$ cat config.mk
export PLATFORM = sky130hd
export DESIGN_NAME = face_box_locator
export DESIGN_NICKNAME = d
export VERILOG_FILES = /design/src/rtl/face_box_locator.sv
export SDC_FILE = /design/constraint.sdc
export NUM_CORES = 1
export LEC_CHECK = 0
export BUFFER_PORTS_ARGS = -buffer_cell sky130_fd_sc_hd__buf_2
export CORE_MARGIN = 8
export CORE_UTILIZATION = 55
export CTS_CLUSTER_DIAMETER = 30
export CTS_CLUSTER_SIZE = 12
export DETAILED_ROUTE_END_ITERATION = 7
export PLACE_DENSITY_LB_ADDON = 0.3
export SLEW_MARGIN = 20
export SYNTH_ARGS = -nofsm -noshare
export SYNTH_HDL_FRONTEND = slang
export SYNTH_SLANG_ARGS = --single-unit
$ cat constraint.sdc
create_clock -name clk -period 4.1 [get_ports clk]
set_clock_uncertainty 0.15 [all_clocks]
set_input_delay 0.205 -clock clk [delete_from_list [all_inputs] [get_ports clk]]
set_output_delay 0.205 -clock clk [all_outputs]
set_load 0.01 [all_outputs]
$ cat src/rtl/face_box_locator.sv
// Skin-mask bounding-box locator: tracks pixel coordinates, accumulates
// the skin extent per frame and publishes it at each frame boundary.
module face_box_locator #(
  parameter int IMG_W   = 640,
  parameter int IMG_H   = 480,
  parameter int CW      = 10,
  parameter int MIN_PIX = 256
) (
  input  logic          clk,
  input  logic          rst_n,
  input  logic          per_frame_vsync,
  input  logic          per_frame_href,
  input  logic          per_frame_clken,
  input  logic          per_img_bit,
  output logic          post_frame_vsync,
  output logic          post_frame_href,
  output logic          post_frame_clken,
  output logic          post_img_bit,
  output logic [CW-1:0] box_x_min,
  output logic [CW-1:0] box_x_max,
  output logic [CW-1:0] box_y_min,
  output logic [CW-1:0] box_y_max,
  output logic          box_valid,
  output logic          box_update
);

  localparam logic [CW-1:0] X_LAST  = CW'(IMG_W - 1);
  localparam logic [CW-1:0] Y_LAST  = CW'(IMG_H - 1);
  localparam logic [19:0]   MIN_CNT = 20'(MIN_PIX);

  typedef enum logic [1:0] {
    WAIT_FRAME,
    ACCUM,
    LATCH
  } state_t;

  state_t state, state_nx;

  logic          vsync_d;
  logic          href_d;
  logic          vs_rise;
  logic          href_fall;
  logic          pix;
  logic          skin;
  logic          acc_clr;
  logic          acc_en;
  logic          do_latch;
  logic [CW-1:0] x;
  logic [CW-1:0] y;
  logic [CW-1:0] xmin;
  logic [CW-1:0] xmax;
  logic [CW-1:0] ymin;
  logic [CW-1:0] ymax;
  logic [19:0]   pix_cnt;

  assign vs_rise   = per_frame_vsync & ~vsync_d;
  assign href_fall = ~per_frame_href & href_d;
  assign pix       = per_frame_clken & per_frame_href;
  assign skin      = pix & per_img_bit;

  assign post_frame_vsync = vsync_d;
  assign post_frame_href  = href_d;

  always_ff @(posedge clk or negedge rst_n) begin
    if (!rst_n) begin
      vsync_d          <= 1'b0;
      href_d           <= 1'b0;
      post_frame_clken <= 1'b0;
      post_img_bit     <= 1'b0;
    end else begin
      vsync_d          <= per_frame_vsync;
      href_d           <= per_frame_href;
      post_frame_clken <= per_frame_clken;
      post_img_bit     <= per_img_bit & per_frame_href;
    end
  end

  always_ff @(posedge clk or negedge rst_n) begin
    if (!rst_n) state <= WAIT_FRAME;
    else        state <= state_nx;
  end

  // The first frame after reset is partial, so it is never accumulated.
  always_comb begin
    state_nx = state;
    acc_clr  = 1'b0;
    acc_en   = 1'b0;
    do_latch = 1'b0;
    unique case (state)
      WAIT_FRAME: begin
        if (vs_rise) begin
          acc_clr  = 1'b1;
          state_nx = ACCUM;
        end
      end
      ACCUM: begin
        if (vs_rise) state_nx = LATCH;
        else         acc_en   = skin;
      end
      LATCH: begin
        do_latch = 1'b1;
        acc_clr  = 1'b1;
        state_nx = ACCUM;
      end
      default: state_nx = WAIT_FRAME;
    endcase
  end

  always_ff @(posedge clk or negedge rst_n) begin
    if (!rst_n) begin
      x <= '0;
      y <= '0;
    end else begin
      if (vs_rise || do_latch || href_fall) x <= '0;
      else if (pix && x != X_LAST)          x <= x + 1'b1;
      if (vs_rise || do_latch)              y <= '0;
      else if (href_fall && y != Y_LAST)    y <= y + 1'b1;
    end
  end

  always_ff @(posedge clk or negedge rst_n) begin
    if (!rst_n) begin
      xmin    <= '0;
      xmax    <= '0;
      ymin    <= '0;
      ymax    <= '0;
      pix_cnt <= '0;
    end else if (acc_clr) begin
      xmin    <= '1;
      xmax    <= '0;
      ymin    <= '1;
      ymax    <= '0;
      pix_cnt <= '0;
    end else if (acc_en) begin
      if (x < xmin) xmin <= x;
      if (x > xmax) xmax <= x;
      if (y < ymin) ymin <= y;
      if (y > ymax) ymax <= y;
      if (pix_cnt != '1) pix_cnt <= pix_cnt + 1'b1;
    end
  end

  // A sparse frame keeps the previous box but flags it as stale.
  always_ff @(posedge clk or negedge rst_n) begin
    if (!rst_n) begin
      box_x_min  <= '0;
      box_x_max  <= '0;
      box_y_min  <= '0;
      box_y_max  <= '0;
      box_valid  <= 1'b0;
      box_update <= 1'b0;
    end else begin
      box_update <= do_latch;
      if (do_latch) begin
        if (pix_cnt >= MIN_CNT) begin
          box_x_min <= xmin;
          box_x_max <= xmax;
          box_y_min <= ymin;
          box_y_max <= ymax;
          box_valid <= 1'b1;
        end else begin
          box_valid <= 1'b0;
        end
      end
    end
  end

endmodule

# --- Word-level counts from Yosys, hierarchy flattened ---
# Cells that the tools add are included.
word_totals:
  reg_bits: 128
  input_bits: 6
  word_cells: 88
op_classes:
  add_sub_neg: 3
  order_cmp: 5
  eq_ne: 7
  n_mux: 28
  bitwise_logic: 7
  reduce_logical: 20
ops:
  columns: ["cell", "n"]
  rows:
  - ["$mux W10", 16]
  - ["$mux W20", 3]
  - ["$add A10 B1 Y10 const B", 2]
  - ["$add A20 B1 Y20 const B", 1]
  - ["$ge A20 B9 Y1 const B", 1]
  - ["$gt A10 B10 Y1", 2]
  - ["$lt A10 B10 Y1", 2]
  - ["$ne A20 B20 Y1 const B", 1]
  - ["$reduce_bool A2 Y1", 8]
  - ["$reduce_and A2 Y1", 7]
  - ["$ne A10 B10 Y1 const B", 1]
  - ["$ne A10 B9 Y1 const B", 1]
  - ["$pmux W2 S3", 1]
  - ["$and A1 B1 Y1", 5]
  - ["$mux W1", 5]
  - ["$mux W2", 2]
  - ["$ne A2 B2 Y1 const B", 2]
  - ["$eq A2 B1 Y1 const B", 1]
  - ["$eq A2 B2 Y1 const B", 1]
  - ["$logic_and A1 B1 Y1", 2]
  - ["$logic_not A2 Y1", 1]
  - ["$logic_or A1 B1 Y1", 2]
  - ["$not A1 Y1", 2]
  - ["$pmux W1 S2", 1]

# --- Depth between registers and ports, before layout ---
logic_depth:
  depth_word: 6
  mapped_depth: 8
  mapped_depth_nobuf: 7

# --- Worst setup path before layout ---
# OpenSTA, ideal clock, no wires.
synth_path:
  kind: "reg-to-reg"
  startpoint: "register pix_cnt[3]"
  endpoint: "register pix_cnt[5]"
  setup_time_ns: 0.079
  arrival_ns: 1.898
  t_required_ns: 3.871
  slack_ns: 1.972
  path_stages_with_launch: 6
  period_less_slack_ns: 2.128
  cell_sequence: "dfrtp_1 -> nand4_2 -> or4_4 -> or4_1 -> nand4_1 -> mux2i_1"
synth_between:
  elab_chain_cells: 4
  word_cells_on_any_way: 7
  cone_classes: "1 x add/sub; 1 x eq/ne; 3 x mux; 2 x reduce/logical"
synth_rtl:
  columns: ["element", "line", "source"]
  rows:
  - ["start: declaration", "54", "logic [19:0] pix_cnt;"]
  - ["start signal: assignment", "139", "if (pix_cnt != '1) pix_cnt <= pix_cnt + 1'b1;"]
  - ["$add A20 B1 Y20", "139", null]
  - ["$mux W20", "139", null]
  - ["$mux W20", "134", "end else if (acc_en) begin"]
  - ["$mux W20", "128", "end else if (acc_clr) begin"]
# Parallel ways exist; a longest one is shown, timed or not. The select of a mux whose other input is x is not followed.
# A chain may end at the register's enable or synchronous reset.

# --- Worst setup path after layout ---
layout_path:
  startpoint: "register vsync_d, in the netlist post_frame_vsync"
  endpoint: "register pix_cnt[11]"
layout_between:
  elab_chain_cells: 6
  word_cells_on_any_way: 10
  cone_classes: "5 x mux; 2 x bitwise; 3 x reduce/logical"
layout_rtl:
  columns: ["element", "line", "source"]
  rows:
  - ["start: declaration", "39", "logic vsync_d;"]
  - ["start signal: assignment", "71", "vsync_d <= per_frame_vsync;"]
  - ["$not A1 Y1 (*)", "56", "assign vs_rise = per_frame_vsync & ~vsync_d;"]
  - ["$and A1 B1 Y1 (*)", "56", null]
  - ["$mux W1, on equally long branches", "91, 97", null]
  - ["$pmux W1 S2 / $mux W1 (equally long branches)", "89", "unique case (state)"]
  - ["$reduce_bool A2 Y1 (no line)", null, null]
  - ["$reduce_and A2 Y1 (no line)", null, null]
# Mark *: on every way between the ends. The rest lies on a longest branch, timed or not.

==> impl_metrics.yaml <==
clocking:
  clock-sinks: 128
  htreeDepth: 4
  cts_buffer_depth: 2
  postCtsSetupBuffers: 0
  cts_tree: "yes"
  cts_root_buffer: "clkbuf_16"
  cts_inserted_buffers: 17
  clk_pin_slew_worst_paths_ns: 0.05
  insertion_delay_ns: 0.43
hold_path:
  whs_path_depth: 1
  whs_endpoint: "box_valid"
  hold_start: "box_valid"
  hp-class: "flip-flop to flip-flop"
yosys:
  synth_edf_count: 0
  synth_area_leaders: "dfrtp_1, ha_1, mux2_2, inv_1, mux2i_1"
  synth_area_mm2: 0.00666
  yosys.area.top_type_share_pct: 48.1
  syn_nets: 697
  synth_ff_type: "dfrtp_1"
  synth_largest_area_cell: "dfrtp_1"
  synth.yosys.warnings: 0
  synthArstFlopShare_pct: 100
  yosysSeqAreaShare_pct: 48.1
  ys_types: 51
  syn_inst: 649
  ys_ff_latch: 128
  avgSynthCellArea_um2: 10.3
setup_path:
  path_class: "flip-flop to flip-flop"
  end_kind: "flip-flop"
  reg2reg_depth: 5
  crit_fanout: 23
  reg2reg_to: "pix_cnt[11]"
  slowest_stage: "a21oi_2"
  cp_cell_sequence: "nand2b_1 > a21oi_2 > o21ai_1 > or4_1 > a21oi_1"
  rrSetupSlack_ns: 1.47
  start_kind: "flip-flop"
  slowest_delay_ns: 0.78
  reg2reg_from: "post_frame_vsync"
  required_ns: 4.28
  arrival_ns: 2.81
global_routing:
  use_met1_pct: 25.6
  grt_pass1_wl_um: 25500
  met2_usage_pct: 31.1
  grt_use_met3_pct: 5.32
  grtUsageTotal_pct: 19.7
  grt_pass1_vias: 5210
  antenna_found_initial: 1
  grt_busiest_layer: "met2"
  grt_max_degree: 80
  gr-total-overflow: 0
placed_design:
  placed_cells: 831
  gp_congestion: 0.875
  port_buffers: 51
  hpwl_um: 10300
detailed_routing:
  drt-initial-drc-count: 536
  wirelength_um: 15100
  drcViolationCount: 0
  avgViaCountPerCell: 5.94
  vias: 5160
  wl_per_cell_um: 17.4
  dr.pass1.iters: 5
  drtAntennaViolNets: 0
final_layout:
  drive_gt1_share_pct: 19.2
  fillerInstances: 949
  instances_no_fill: 868
  register_area_mm2: 0.00320
  areaGrowthSynthToFinish_pct: 15.3
  multi_input_area_mm2: 0.00314
  nNetsFinal: 756
timing:
  period_needed_ns: 2.63
  report.final.slew_viol_count: 0
  setup_viol: 0
  timing.final.hold_violations: 0
  tns_ns: 0
  slew_headroom_pct: 33.3
  tightest_slew_ns: 1.00
  fmaxAchievable_ghz: 0.381
  finalCritPeriodShare_pct: 64.1
  rsz0062_at_grt: "no"
power_and_ir_drop:
  power_density_mw_per_mm2: 434
  peakVddDrop_v: 0.000333
  p_leak_uw: 0.00395
floorplan:
  dieArea_mm2: 0.0159
  rows: 40
  start_util_pct: 55.9
  core_area_mm2: 0.0119
  die_w_um: 126
  dieHeight_um: 126
  ios: 52
job:
  maxCapViolations: 0
status:
  status: "complete, no violations"
[kinds of logic after synthesis]
family / after synthesis / share of synthesized area, %
multiplexers: 64 / 10.4
AND/OR/NAND/NOR: 188 / 14.5
buffers and inverters: 89 / 5.17
flip-flops: 128 / 48.1
XOR/XNOR: 17 / 2.24
adder cells (fa/ha/maj): 42 / 7.89
AO/OA/AOI/OAI: 121 / 11.8
[layout make-up]
| type | count | area share, % |
|---|---|---|
| flip-flops and latches | 128 | 41.7 |
| multi-input cells | 432 | 40.9 |
| clock buffers | 24 | 6.27 |
| repair buffers | 62 | 4.59 |
| inverters | 67 | 3.27 |
| well taps | 147 | 2.39 |
| clock inverters | 7 | 0.782 |
| diodes | 1 | 0.0326 |
[worst max-delay path, delay by kind of cell, from the launching register on]
kind	cells	cell delay [ns]
compound gates	3	1.25
flops	1	0.39
simple gates	2	0.74
[layout by cell type, fill, tap and decap left out, types with 5 or more instances in the layout]
master / n
xnor2_1: 17
nor2_1: 35
nand2_1: 46
inv_1: 67
nor3_1: 25
o21ai_0: 12
and3_1: 6
a31oi_1: 5
nor4_1: 7
nand2b_1: 7
mux2_2: 40
or3_1: 6
or4_1: 5
nand4_1: 19
dlygate4sd3_1: 5
nand3_1: 18
a21oi_1: 38
ha_1: 42
clkbuf_16: 17
dfrtp_1: 128
buf_2: 50
buf_4: 7
mux2i_1: 24
clkinv_2: 6
a21o_1: 12
o21ai_1: 19
[worst max-delay path by stage]
stage / from / to / slack, ns / cells after the start
finish: post_frame_vsync / pix_cnt[11] / 1.47 / 5
floorplan: pix_cnt[3] / pix_cnt[5] / 1.97 / 5
detailed placement: post_frame_vsync / pix_cnt[11] / 1.50 / 5
global placement: post_frame_vsync / pix_cnt[4] / 1.61 / 5
CTS: post_frame_vsync / pix_cnt[11] / 1.49 / 5
global route: post_frame_vsync / pix_cnt[11] / 1.27 / 5
[where the power goes]
group,internal [uW],switching (uW)
logic,161,295
clock network,870,517
registers,1370,113
total,2400,925
[synth_stat cells, types with 17 or more instances]
master,count
dfrtp_1,128
inv_1,67
nand2_1,46
ha_1,42
mux2_2,40
a21oi_1,38
nor2_1,35
nor3_1,25
mux2i_1,24
nand4_1,19
o21ai_1,19
nand3_1,18
xnor2_1,17
[routing by layer]
| metal | share of wire (%) | vias up |
|---|---|---|
| met5 | 0 | - |
| met3 | 4.4 | 25 |
| met4 | 1.6 | 0 |
| li1 | - | 2434 |
| met1 | 45 | 2574 |
| met2 | 49 | 127 |
[state kept, by name, indices dropped and copies added, names as in the netlist]
| register | flops |
|---|---|
| state | 2 |
| box_update | 1 |
| pix_cnt | 20 |
| post_frame_vsync | 1 |
| ymin | 10 |
| box_x_min | 10 |
| post_img_bit | 1 |
| x | 10 |
| y | 10 |
| post_frame_href | 1 |
| box_y_max | 10 |
| box_valid | 1 |
| ymax | 10 |
| box_y_min | 10 |
| xmin | 10 |
| post_frame_clken | 1 |
| box_x_max | 10 |
| xmax | 10 |
[timing repair]
item,in CTS,in global routing
resized for setup,0,0
hold endpoints to repair,81,0
endpoints found under the setup margin,0,0
hold buffers,5,0
[stage by stage]
stage	cell area (um2)	hold slack, ns	setup slack [ns]	power (uW)	util (%)
6_report	7680	0.335	1.47	3330	64.5
5_1_grt	7680	0.361	1.27	3480	64.5
4_1_cts	7680	0.332	1.49	3350	64.5
3_5_place_dp	7090	0.225	1.50	1940	59.5
3_3_place_gp	7090	0.217	1.61	1920	59.5
2_1_floorplan	6660	-0.241	1.97	1790	-
Note: power is estimated with default switching activity, not from simulation.
